[config.mk]
export PLATFORM = sky130hd
export DESIGN_NAME = scpu_decoder_p
export DESIGN_NICKNAME = d
export VERILOG_FILES = /design/src/rtl/scpu_decoder_p_pkg.sv /design/src/rtl/scpu_decoder_p_regfile.sv /design/src/rtl/scpu_decoder_p.sv
export SDC_FILE = /design/constraint.sdc
export NUM_CORES = 1
export LEC_CHECK = 0
export CORE_MARGIN = 2
export CORE_UTILIZATION = 40
export CTS_CLUSTER_SIZE = 24
export DETAILED_ROUTE_END_ITERATION = 8
export HOLD_SLACK_MARGIN = 0.02
export PLACE_DENSITY = 0.68
export SLEW_MARGIN = 10
export SYNTH_ARGS = -nofsm -noshare
export SYNTH_HDL_FRONTEND = slang
export SYNTH_HIERARCHICAL = 1
export SYNTH_SLANG_ARGS = --single-unit
export TNS_END_PERCENT = 5
[constraint.sdc]
create_clock -name clk -period 2.65 [get_ports clk]
set_clock_uncertainty 0.05 [all_clocks]
set_input_delay 0.265 -clock clk [delete_from_list [all_inputs] [get_ports clk]]
set_output_delay 0.265 -clock clk [all_outputs]
set_load 0.05 [all_outputs]
[src/rtl/scpu_decoder_p_pkg.sv]
// Shared definitions for the scpu decode/control unit: opcodes, control
// FSM state encodings and the instruction-length helper.
package scpu_decoder_p_pkg;

  typedef enum logic [3:0] {
    OP_AND = 4'h0, OP_OR  = 4'h1, OP_ADD = 4'h2, OP_SUB = 4'h3,
    OP_LWR = 4'h4, OP_SWR = 4'h5, OP_MOV = 4'h6, OP_NOP = 4'h7,
    OP_JEQ = 4'h8, OP_JNE = 4'h9, OP_JGT = 4'hA, OP_JLT = 4'hB,
    OP_LWI = 4'hC, OP_SWI = 4'hD, OP_LI  = 4'hE, OP_JMP = 4'hF
  } opcode_e;

  // ST_BAD is never entered by design; it only exists so recovery is explicit.
  typedef enum logic [1:0] {
    ST_C0  = 2'd0,
    ST_C1  = 2'd1,
    ST_C2  = 2'd2,
    ST_BAD = 2'd3
  } state_e;

  // State in which the instruction finishes: NOP is 1 cycle, the low half of
  // the opcode map takes 2 cycles, the whole upper half (opcode[3]) takes 3.
  function automatic state_e last_state(input opcode_e op);
    if (op == OP_NOP)
      return ST_C0;
    else if (!op[3])
      return ST_C1;
    else
      return ST_C2;
  endfunction

endpackage

[src/rtl/scpu_decoder_p_regfile.sv]
// General-purpose register file: REG_NUM x (DATA_W+1) bits, one synchronous
// write port, two combinational read ports, asynchronous clear on rst_n.
module scpu_decoder_p_regfile #(
  parameter int DATA_W  = 8,
  parameter int REG_NUM = 4,
  parameter int RSEL_W  = $clog2(REG_NUM)
) (
  input  logic              clk,
  input  logic              rst_n,
  input  logic              we_i,
  input  logic [RSEL_W-1:0] waddr_i,
  input  logic [DATA_W:0]   wdata_i,
  input  logic [RSEL_W-1:0] raddr_a_i,
  input  logic [RSEL_W-1:0] raddr_b_i,
  output logic [DATA_W:0]   rdata_a_o,
  output logic [DATA_W:0]   rdata_b_o
);

  logic [DATA_W:0] regs_q [REG_NUM];

  // Register storage: cleared asynchronously, one write per cycle.
  always_ff @(posedge clk or negedge rst_n) begin
    if (!rst_n) begin
      for (int i = 0; i < REG_NUM; i++) regs_q[i] <= '0;
    end else if (we_i) begin
      regs_q[waddr_i] <= wdata_i;
    end
  end

  // No write-to-read bypass: a write shows up the cycle after its edge.
  assign rdata_a_o = regs_q[raddr_a_i];
  assign rdata_b_o = regs_q[raddr_b_i];

endmodule

[src/rtl/scpu_decoder_p.sv]
// scpu decode/control unit. Decodes the IR, steps each instruction through a
// 1-3 cycle control FSM (C0 -> C1 -> C2), drives the fetch/memory strobes and
// owns the register file.
// Optional feature macro SCPU_DEC_STALL_EN: adds mem_ready; while it is low
// the FSM holds and all load/write strobes and register writes are blocked.
module scpu_decoder_p
  import scpu_decoder_p_pkg::*;
#(
  parameter  int DATA_W  = 8,
  parameter  int REG_NUM = 4,
  localparam int RSEL_W  = $clog2(REG_NUM),
  localparam int IR_W    = 4 + 2 * RSEL_W
) (
  input  logic              clk,
  input  logic              rst_n,
  input  logic [IR_W-1:0]   fetch_ir,
  input  logic [DATA_W-1:0] fetch_dr,
  input  logic [DATA_W-1:0] fetch_mem_dout,
  input  logic [DATA_W:0]   ex_dout,
`ifdef SCPU_DEC_STALL_EN
  input  logic              mem_ready,
`endif
  output logic              dc_load_pc,
  output logic              dc_load_ir,
  output logic              dc_load_dr,
  output logic              dc_imm,
  output logic [1:0]        dc_addr_sel,
  output logic              dc_mem_wr,
  output logic [1:0]        dc_op,
  output logic [DATA_W:0]   dc_rd,
  output logic [DATA_W:0]   dc_rs
);

  opcode_e           opcode;
  logic [RSEL_W-1:0] rd_sel;
  logic [RSEL_W-1:0] rs_sel;
  state_e            state_q, state_d;
  logic              ready;
  logic              is_last;
  logic              jump_en;
  logic              rf_we;
  logic [DATA_W:0]   rf_wdata;

  assign opcode = opcode_e'(fetch_ir[IR_W-1 -: 4]);
  assign rd_sel = fetch_ir[2*RSEL_W-1 -: RSEL_W];
  assign rs_sel = fetch_ir[RSEL_W-1:0];

`ifdef SCPU_DEC_STALL_EN
  assign ready = mem_ready;
`else
  assign ready = 1'b1;
`endif

  // Control FSM state register.
  always_ff @(posedge clk or negedge rst_n) begin
    if (!rst_n) state_q <= ST_C0;
    else        state_q <= state_d;
  end

  // Next state, strobes, jump decision and register write-data mux.
  always_comb begin
    state_d     = state_q;
    jump_en     = 1'b0;
    rf_we       = 1'b0;
    rf_wdata    = '0;
    is_last     = (state_q == last_state(opcode));
    dc_load_ir  = is_last & ready;
    dc_load_dr  = opcode[3] & (state_q == ST_C1) & ready;
    dc_load_pc  = dc_load_ir | dc_load_dr;
    dc_mem_wr   = ready & (((opcode == OP_SWR) && (state_q == ST_C1)) ||
                           ((opcode == OP_SWI) && (state_q == ST_C2)));
    dc_addr_sel = 2'd0;
    dc_op       = opcode[1:0];

    if (state_q == ST_BAD)
      state_d = ST_C0;
    else if (ready)
      state_d = is_last ? ST_C0 : state_e'(state_q + 2'd1);

    if (opcode inside {OP_LWR, OP_SWR, OP_LWI, OP_SWI})
      dc_addr_sel = state_q;

    case (opcode)
      OP_JEQ: jump_en = (dc_rd == '0);
      OP_JNE: jump_en = (dc_rd != '0);
      OP_JGT: jump_en = !dc_rd[DATA_W] && (dc_rd[DATA_W-1:0] != '0);
      OP_JLT: jump_en = dc_rd[DATA_W];
      OP_JMP: jump_en = 1'b1;
      default: jump_en = 1'b0;
    endcase
    dc_imm = jump_en & (state_q == ST_C2);

    case (opcode)
      OP_AND, OP_OR, OP_ADD, OP_SUB: begin
        rf_we    = (state_q == ST_C1);
        rf_wdata = ex_dout;
      end
      OP_MOV: begin
        rf_we    = (state_q == ST_C1);
        rf_wdata = dc_rs;
      end
      OP_LWR: begin
        rf_we    = (state_q == ST_C1);
        rf_wdata = {1'b0, fetch_mem_dout};
      end
      OP_LI: begin
        rf_we    = (state_q == ST_C2);
        rf_wdata = {1'b0, fetch_dr};
      end
      OP_LWI: begin
        rf_we    = (state_q == ST_C2);
        rf_wdata = {1'b0, fetch_mem_dout};
      end
      default: begin
        rf_we    = 1'b0;
        rf_wdata = '0;
      end
    endcase
    rf_we = rf_we & ready;
  end

  scpu_decoder_p_regfile #(
    .DATA_W (DATA_W),
    .REG_NUM(REG_NUM),
    .RSEL_W (RSEL_W)
  ) u_regfile (
    .clk      (clk),
    .rst_n    (rst_n),
    .we_i     (rf_we),
    .waddr_i  (rd_sel),
    .wdata_i  (rf_wdata),
    .raddr_a_i(rd_sel),
    .raddr_b_i(rs_sel),
    .rdata_a_o(dc_rd),
    .rdata_b_o(dc_rs)
  );

endmodule

==> Word-level counts from Yosys, hierarchy flattened <==
Index checks and enable logic that the tools add are counted.
{ "classes": {"n_reduce_logical": 15, "magnitude_cmp": 3, "eq_ne": 19, "bitwise": 5, "muxes": 17, "n_addsub": 1} }
{ "op_table": {"columns": ["cell", "n"], "rows": [
  ["9-bit 2-to-1 mux", 5],
  ["9-bit binary-select mux with 2-bit select", 2],
  ["36-bit bitwise mux", 1],
  ["9-bit one-hot mux with 4 select lines", 1],
  ["4-bit == test (second input constant)", 8],
  ["9-bit demux with 2-bit select", 1],
  ["4-bit by 3-bit == test with 1-bit output (second input constant)", 4],
  ["2-bit 2-to-1 mux", 5],
  ["9-bit zero test", 1],
  ["9-bit nonzero test", 1],
  ["4-bit by 2-bit == test with 1-bit output (second input constant)", 2],
  ["8-bit nonzero test", 1],
  ["3-bit greater-or-equal comparator (second input constant)", 2],
  ["2-bit NOT with 3-bit output", 2],
  ["6-bit OR reduction", 1],
  ["1-bit one-hot mux with 5 select lines", 1],
  ["2-bit == test (second input constant)", 2],
  ["4-bit by 1-bit == test with 1-bit output (second input constant)", 1],
  ["1-bit logical AND", 4],
  ["4-bit zero test", 1],
  ["4-bit nonzero test", 1],
  ["2-bit OR reduction", 2],
  ["4-bit OR reduction", 1],
  ["3-bit by 1-bit less-than comparator with 1-bit output (second input constant)", 1],
  ["8 further kinds", 9]
]} }
{ "word_totals": {"input_bits": 35, "output_inout_bits": 27, "reg_bits": 38, "elab_cells": 65} }

==> Logic depth before layout (Yosys ltp) <==
Gate-level depths: netlist (run 1).
{ "depth": {"word_depth": 8, "mapped_depth": 8, "ltp_nobuf": 7} }

==> Cells and area by module <==
Netlist (run 1), hierarchy kept.
{ "by_module_without_submodules": {"columns": ["module", "n_inst", "area_each_um2", "cells_per_inst", "seq_area_each_um2"], "rows": [
  ["scpu_decoder_p_regfile", 1, 1781.7, 99, 900.9],
  ["scpu_decoder_p", 1, 600.6, 90, 50.0]
]} }

==> Least setup slack after synthesis (run 1) <==
Ideal clock, no wire load.
{ "synth_timing": {"kind": "input to output", "start": "input port fetch_ir[2]", "end": "output port dc_imm", "n_path_buf": 1, "required_time_ns": 2.335, "path_stages": 6, "path_slack_ns": -0.257, "t_arrival_ns": 2.592, "cell_sequence": "buf_2 mux4_2 or3b_1 a21oi_1 mux2i_1 a221oi_2"} }
{ "synth_via": {"elab_chain_cells": 8, "elab_cells_between_ends": 11, "classes_between": "mux (4); bitwise (2); reduce/logical (5)"} }
{ "synth_lines": {"columns": ["item", "line", "rtl"], "rows": [
  ["start, declared", "scpu_decoder_p.sv:16", "input logic [IR_W-1:0] fetch_ir,"],
  ["2-bit NOT with 3-bit output (implied by the code) (*)", "scpu_decoder_p_regfile.sv:31", "assign rdata_a_o = regs_q[raddr_a_i];"],
  ["9-bit binary-select mux with 2-bit select (*)", "scpu_decoder_p_regfile.sv:31", null],
  ["9-bit 2-to-1 mux (implied by the code) (*) (2 in a row)", "scpu_decoder_p_regfile.sv:31", null],
  ["named net dc_rd[8]", "scpu_decoder_p.sv:30", "output logic [DATA_W:0] dc_rd,"],
  ["parallel branches: the longest is 2 deep, another holds 9-bit nonzero test", null, null],
  ["1-bit one-hot mux with 5 select lines (*)", "scpu_decoder_p.sv:83", "case (opcode)"],
  ["1-bit AND (*)", "scpu_decoder_p.sv:91", "dc_imm = jump_en & (state_q == ST_C2);"],
  ["end, declared", "scpu_decoder_p.sv:26", "output logic dc_imm,"]
]} }
Mark *: on every way through the listed nets, which the timed path passes. The select of a mux whose other input is x is not followed.

==> Worst setup path in the final report (run 1) <==
{ "layout_timing": {"start": "register u_regfile/regs_q[8] in the netlist's numbering", "end": "output port dc_imm"} }
{ "layout_via": {"elab_chain_cells": 7, "elab_cells_between_ends": 9, "classes_between": "mux (4); bitwise (1); reduce/logical (4)"} }
{ "layout_lines": {"columns": ["item", "line", "rtl"], "rows": [
  ["start, declared", "scpu_decoder_p_regfile.sv:19", "logic [DATA_W:0] regs_q [REG_NUM];"],
  ["start signal, assigned by index", "scpu_decoder_p_regfile.sv:26", "regs_q[waddr_i] <= wdata_i;"],
  ["9-bit binary-select mux with 2-bit select (*)", "scpu_decoder_p_regfile.sv:31", null],
  ["9-bit 2-to-1 mux (implied by the code) (*) (2 in a row)", "scpu_decoder_p_regfile.sv:31", null],
  ["parallel branches: the longest is 2 deep, another holds 9-bit nonzero test", null, null],
  ["1-bit one-hot mux with 5 select lines (*)", "scpu_decoder_p.sv:83", null],
  ["1-bit AND (*)", "scpu_decoder_p.sv:91", null]
]} }
Every way passes the cells marked *. The select of a mux whose other input is x is not followed.

==> impl_metrics.csv, run 1 <==
group,metric,value,unit
power_and_ir_drop,power.density,997,nW/um^2
cells_and_area,drive_above_1_share,46.7,%
synthesis,synth_compound_area_share,5.72,%
timing,post-route-period-util,99.1,%
cells_and_area,num_antenna_cells,0,
global_routing,grt_pass1_wl,10100,um
cells_and_area,nNetsFinal,309,
die,die-area,6590,um^2
placed_design,dp_hpwl,4780,um
routing,drt-pass1-iter-count,4,
cells_and_area,area_growth,43.0,%
min_path,hold_path.class,"primary input to asynchronous set/reset pin",
routing,detail-route-antenna-nets,0,
global_routing,grt_antenna_before_repair,0,
timing,finalHoldViolations,0,
setup_path,crit_type,"flop to output pin",
die,row_count,28,
synthesis,ys_ff_latch,38,
synthesis,synth.avg_cell_area,12.6,um^2
clock_network,htreeDepth,2,
die,chipWidth,81.2,um
cells_and_area,final_util,58.2,%
setup_path,cp.required,2.34,ns
synthesis,synth_top_family_by_area,"multiplexers",
synthesis,synth_fa_ha_area_share,1.58,%
timing,setup_viol,0,
cells_and_area,fin_area,3410,um^2
synthesis,yosys.area_share.simple,11.1,%
timing,whs,0.353,ns
global_routing,gr-total-overflow,0,
timing,worstMarginPinSlew,0.658,ns
timing,grt_setup_unrepaired,"yes",
setup_path,r2r_cells,7,
routing,vias,1909,
synthesis,ys_types,36,
power_and_ir_drop,finalPower,0.00340,W
timing,max_freq,381,MHz
clock_network,clock_latency,0.29,ns
global_routing,grt_pass1_vias,1873,
clock_network,cts_max_path_buffers,2,
clock_network,clk_pin_slew_worst_paths,0.08,ns
routing,via_per_inst,5.50,
setup_path,cp_top_family,"multiplexers",
timing,max_slew_margin,56.0,%
setup_path,critical_path.max_stage_delay,0.51,ns
cells_and_area,final.fill_count,479,
clock_network,cts_buffers,5,
synthesis,syn-num-nets,227,
global_routing,grt_start_max_net_pins,39,
outcome,status,"completed",
routing,routedWlPerCell,18.6,um
routing,remaining_drc_errors,0,
synthesis,synth-warning-count,6,
synthesis,syn_inst,189,
routing,drt-initial-drc-count,84,
die,initial_utilization,40.7,%
setup_path,endpoint_kind,"output pin",
synthesis,synth_xor_area_share,0.368,%
setup_path,crit_path_top_delay_cell,"mux4_2",
die,pin_count,62,
synthesis,synth_mux_area_share,37.8,%
setup_path,path_buf_inv,1,
die,die_y,81.2,um
setup_path,crit_chain,"mux4_2, or3b_4, a21oi_4, mux2i_2, a221oi_4, buf_12",
job,cap_viol_max_count,0,
placed_design,gp_congestion,0.785,
clock_network,cts.sinks,38,
global_routing,gr-usage-all-layers,21.0,%
timing,maxSlewViolCount,0,
timing,period_minus_slack,2.63,ns
setup_path,critPathLaunchType,"flop",
synthesis,seq_area_frac_synth,39.9,%
setup_path,cp.depth,6,
clock_network,clock-root-buffer,"clkbuf_8",
setup_path,arrival,2.31,ns
setup_path,crit_path_max_fanout,3,
routing,wl,6450,um
clock_network,cts_tree,"built",
die,coreArea,5850,um^2
power_and_ir_drop,vdd_drop_max,709,uV
placed_design,place.port_buffers,61,
placed_design,placed_area,3240,um^2
synthesis,netlist_area,2380,um^2
power_and_ir_drop,p_leak,1.52,nW
## repair_timing
action                     CTS  global route
resized for setup            8             2
setup buffers                1             1
setup endpoints to repair    1             1
pin swaps                    3             3
hold buffers                 0             0
hold endpoints to repair     0             0
## metal layers
layer	vias up	track usage, %	routed length, um
met3	7	3.56	381
met5	-	0	0
met2	70	33.1	3030
met4	0	7.46	106
met1	958	29.4	2930
li1	874	-	-
## layout make-up
| cell class | instances | area [um^2] | share of cell area (%) |
|---|---|---|---|
| Timing Repair Buffer | 88 | 857 | 25.2 |
| Tap cell | 75 | 93.8 | 2.76 |
| Multi-Input combinational cell | 136 | 1380 | 40.6 |
| Clock buffer | 5 | 68.8 | 2.02 |
| Clock inverter | 3 | 45.0 | 1.32 |
| Sequential cell | 38 | 951 | 27.9 |
| Inverter | 2 | 7.51 | 0.220 |
## cells in the final DEF (no fill, tap or decap), types with 3 or more instances in the layout
cell             synthesis  final
buf_4                    4     43
dfrtp_1                 38     38
mux2_2                  36     36
clkdlybuf4s50_1          0     33
nand2_1                 18     18
mux4_2                  18     18
o21ai_1                  9      9
mux2i_1                  9      8
buf_12                   0      8
o21ai_0                  6      6
nand2b_1                 5      5
clkbuf_8                 0      5
nand3_1                  4      4
nor3_1                   4      4
ha_1                     3      3
## where the power goes
group | switching (W) | leakage [nW] | internal, W | total (W)
registers | 0.000192 | 0.502 | 0.000824 | 0.00102
clock network | 0.000214 | 0.0504 | 0.000280 | 0.000494
logic | 0.00100 | 0.969 | 0.000883 | 0.00189
## state kept, by name (all words and copies together), names as in the netlist
name              count
u_regfile/regs_q     36
state_q               2
## worst paths after layout
kind	to	from	slack [ns]
max	dc_imm	u_regfile/regs_q[8]$_DFFE_PN0P_	0.02
min	state_q[0]$_DFF_PN0_	rst_n	0.35
min reg2reg	state_q[0]$_DFF_PN0_	state_q[0]$_DFF_PN0_	0.47
max in group asynchronous	u_regfile/regs_q[19]$_DFFE_PN0P_	rst_n	1.86
max reg2reg	u_regfile/regs_q[25]$_DFFE_PN0P_	state_q[0]$_DFF_PN0_	0.55
min in group clk	state_q[0]$_DFF_PN0_	state_q[0]$_DFF_PN0_	0.47
## per-stage QoR
stage	TNS [ns]	setup WS [ns]	cells
floorplan	0	0.0218	189
global placement	-0.233	-0.233	337
detailed placement	-0.249	-0.249	337
CTS	0	0.000914	346
global route	-0.0489	-0.0489	347
finish	0	0.0242	347
## logic make-up after synthesis
logic type | Yosys count
flops | 38
fa+ha+maj | 3
mux | 63
xor+xnor | 1
compound gates | 22
buf+inv | 15
simple gates | 47
## cells in the mapped netlist (all sizes together)
library cell   n  area (um^2)
dfrtp         38          951
mux2          36          405
mux4          18          405
nand2         18         67.6
o21ai         15         75.1
buf            9         61.3
mux2i          9         90.1
nand2b         6         40.0
nand3          5         30.0
clkbuf         4         15.0
nor3           4         20.0
ha             3         37.5
nor3b          3         27.5
a21oi          2         10.0
inv            2         7.51
nand3b         2         22.5
nor2           2         7.51
a211oi         1         7.51
a221oi         1         15.0
and2           1         6.26
and2b          1         8.76
nand4          1         6.26
nor2b          1         6.26
nor4           1         6.26
o2111ai        1         8.76
o211ai         1         7.51
o31ai          1         12.5
or2            1         6.26
or3b           1         8.76
xnor2          1         8.76
No activity file was read; power rests on OpenSTA's default activity.
==> inputs of run 2 (changes only) <==
- CELL_PAD_IN_SITES_DETAIL_PLACEMENT: default -> 2
- CELL_PAD_IN_SITES_GLOBAL_PLACEMENT: default -> 2
- CORE_UTILIZATION: 40 -> 32
- PLACE_DENSITY: 0.68 -> 0.76
- SLEW_MARGIN: 10 -> default
==> run 2 against run 1 <==
Effect of this change:
- the flow now finishes with violations (setup timing)
- first-iteration DRC count down 44%
- critical path depth up 3
- combinational power up 8%
- routed wire length up 33%
- sequential share of layout area down 0.77 points
- maximum frequency down 2.4%
- via count up 4.9%
- sequential power about the same
- utilization down 9.7 points
- worst hold slack worse by 0.31 ns
- sequential cell count unchanged
- critical endpoint unchanged
==> impl_metrics.csv, run 2 (synthesis gave the netlist of run 1 again) <==
group,metric,value,unit
outcome,status,"complete, but fails checks",
outcome,violations,"setup timing",
power_and_ir_drop,power.density,1020,nW/um^2
cells_and_area,regArea,951,um^2
timing,setup_viol,1,
routing,detail-route-antenna-nets,0,
setup_path,cp.required,2.34,ns
die,die_y,90.3,um
cells_and_area,layout_commonest_cell,"buf_4",
global_routing,gr-total-overflow,0,
cells_and_area,multi_input_area,1400,um^2
timing,finalHoldViolations,0,
cells_and_area,biggestRegsByFlops,"u_regfile/regs_q x36, state_q x2",
routing,via_per_inst,5.31,
die,initial_utilization,33.0,%
cells_and_area,fin_area,3500,um^2
routing,drt-initial-drc-count,47,
routing,routedWlPerCell,22.8,um
timing,worstMarginPinSlew,0.866,ns
clock_network,clock-root-buffer,"clkbuf_8",
setup_path,crit_path_max_fanout,6,
cells_and_area,largest-register,"u_regfile/regs_q",
die,pin_count,62,
timing,max_freq,372,MHz
timing,maxSlewViolCount,0,
die,row_count,31,
timing,period_minus_slack,2.69,ns
timing,max_slew_margin,42.0,%
clock_network,cts_hold_buf,0,
min_path,hold_path.class,"primary input to asynchronous set/reset pin",
cells_and_area,layout_common_cells,"buf_4 (48), dfrtp_1 (38), mux2_2 (36)",
global_routing,grt_antenna_before_repair,0,
die,chipWidth,90.3,um
routing,remaining_drc_errors,0,
placed_design,place.port_buffers,61,
timing,finalSetupTns,-0.0394,ns
clock_network,cts.sinks,38,
placed_design,dp_hpwl,6120,um
die,die-area,8150,um^2
cells_and_area,nNetsFinal,315,
job,cap_viol_max_count,0,
routing,vias,2002,
global_routing,gr-usage-all-layers,22.6,%
placed_design,placed_area,3280,um^2
timing,whs,0.0415,ns
timing,post-route-period-util,101,%
cells_and_area,final.fill_count,726,
setup_path,critPathLaunchType,"primary input",
power_and_ir_drop,vdd_drop_max,477,uV
global_routing,grt_pass1_vias,2296,
setup_path,arrival,2.37,ns
power_and_ir_drop,p_leak,1.57,nW
cells_and_area,area_growth,47.0,%
setup_path,endpoint_kind,"output pin",
global_routing,grt_pass1_wl,14000,um
setup_path,crit_type,"primary input to output pin",
setup_path,r2r_cells,8,
clock_network,clock_latency,0.29,ns
global_routing,grt_start_max_net_pins,39,
timing,grt_setup_unrepaired,"yes",
die,coreArea,7210,um^2
cells_and_area,drive_above_1_share,48.6,%
clock_network,htreeDepth,2,
clock_network,cts_buffers,5,
timing,fin_ws,-0.0394,ns
placed_design,gp_congestion,0.800,
cells_and_area,num_antenna_cells,0,
routing,wl,8590,um
cells_and_area,largest_register_ffs,36,
clock_network,cts_tree,"built",
routing,drt-pass1-iter-count,4,
clock_network,cts_max_path_buffers,2,
clock_network,clk_pin_slew_worst_paths,0.07,ns
==> run 2: critical path, cell delays in order <==
cell             delay, ns
clkdlybuf4s15_1       0.19
buf_6                 0.15
buf_8                 0.14
mux4_2                0.55
nor3_2                0.23
nand3_2               0.14
mux2i_4               0.22
a221oi_4              0.31
buf_12                0.18
==> run 2: metal layers <==
layer	share of wire, %	track usage (%)	vias to the layer above
met5	0	0	-
met4	1.9	5.13	0
met3	4.2	4.76	12
met2	51	39.9	55
met1	43	28.4	1046
li1	-	-	889
==> run 2: area by class of cell <==
| cell class | count | share of cell area (%) |
|---|---|---|
| clock buffers | 5 | 1.96 |
| well taps | 99 | 3.54 |
| multi-input cells | 136 | 40.0 |
| clock inverters | 3 | 1.14 |
| inverters | 2 | 0.214 |
| repair buffers | 94 | 26.0 |
| flip-flops and latches | 38 | 27.2 |
==> run 2: worst paths after layout <==
path                       slack [ns]                          endpoint                  from
setup reg to reg                 0.27  u_regfile/regs_q[28]$_DFFE_PN0P_  state_q[0]$_DFF_PN0_
hold / removal                   0.04  u_regfile/regs_q[14]$_DFFE_PN0P_                 rst_n
min in group clk                 0.46              state_q[0]$_DFF_PN0_  state_q[0]$_DFF_PN0_
setup / recovery                -0.04                            dc_imm           fetch_ir[2]
max in group asynchronous        1.97  u_regfile/regs_q[13]$_DFFE_PN0P_                 rst_n
hold reg to reg                  0.46              state_q[0]$_DFF_PN0_  state_q[0]$_DFF_PN0_
==> run 2: metrics by stage <==
stage	worst slack (ns)	instances	util (%)	power, W
floorplan	0.0218	189	-	0.00218
global placement	-0.278	361	45.5	0.00286
detailed placement	-0.364	361	45.5	0.00294
CTS	-0.0615	377	48.5	0.00359
global route	-0.165	377	48.5	0.00375
finish	-0.0394	377	48.5	0.00356
==> run 2: power by group <==
| part | leakage [nW] | switching (W) | internal, W | total, W |
|---|---|---|---|---|
| Combinational | 1.01 | 0.00110 | 0.000942 | 0.00204 |
| Sequential | 0.502 | 0.000213 | 0.000824 | 0.00104 |
| Clock | 0.0579 | 0.000213 | 0.000277 | 0.000490 |
==> run 2: repair_timing <==
action,in CTS,in global routing
resized for setup,13,0
endpoints found under the hold margin,0,0
setup endpoints to repair,1,1
setup buffers,8,0
pin swaps,4,0
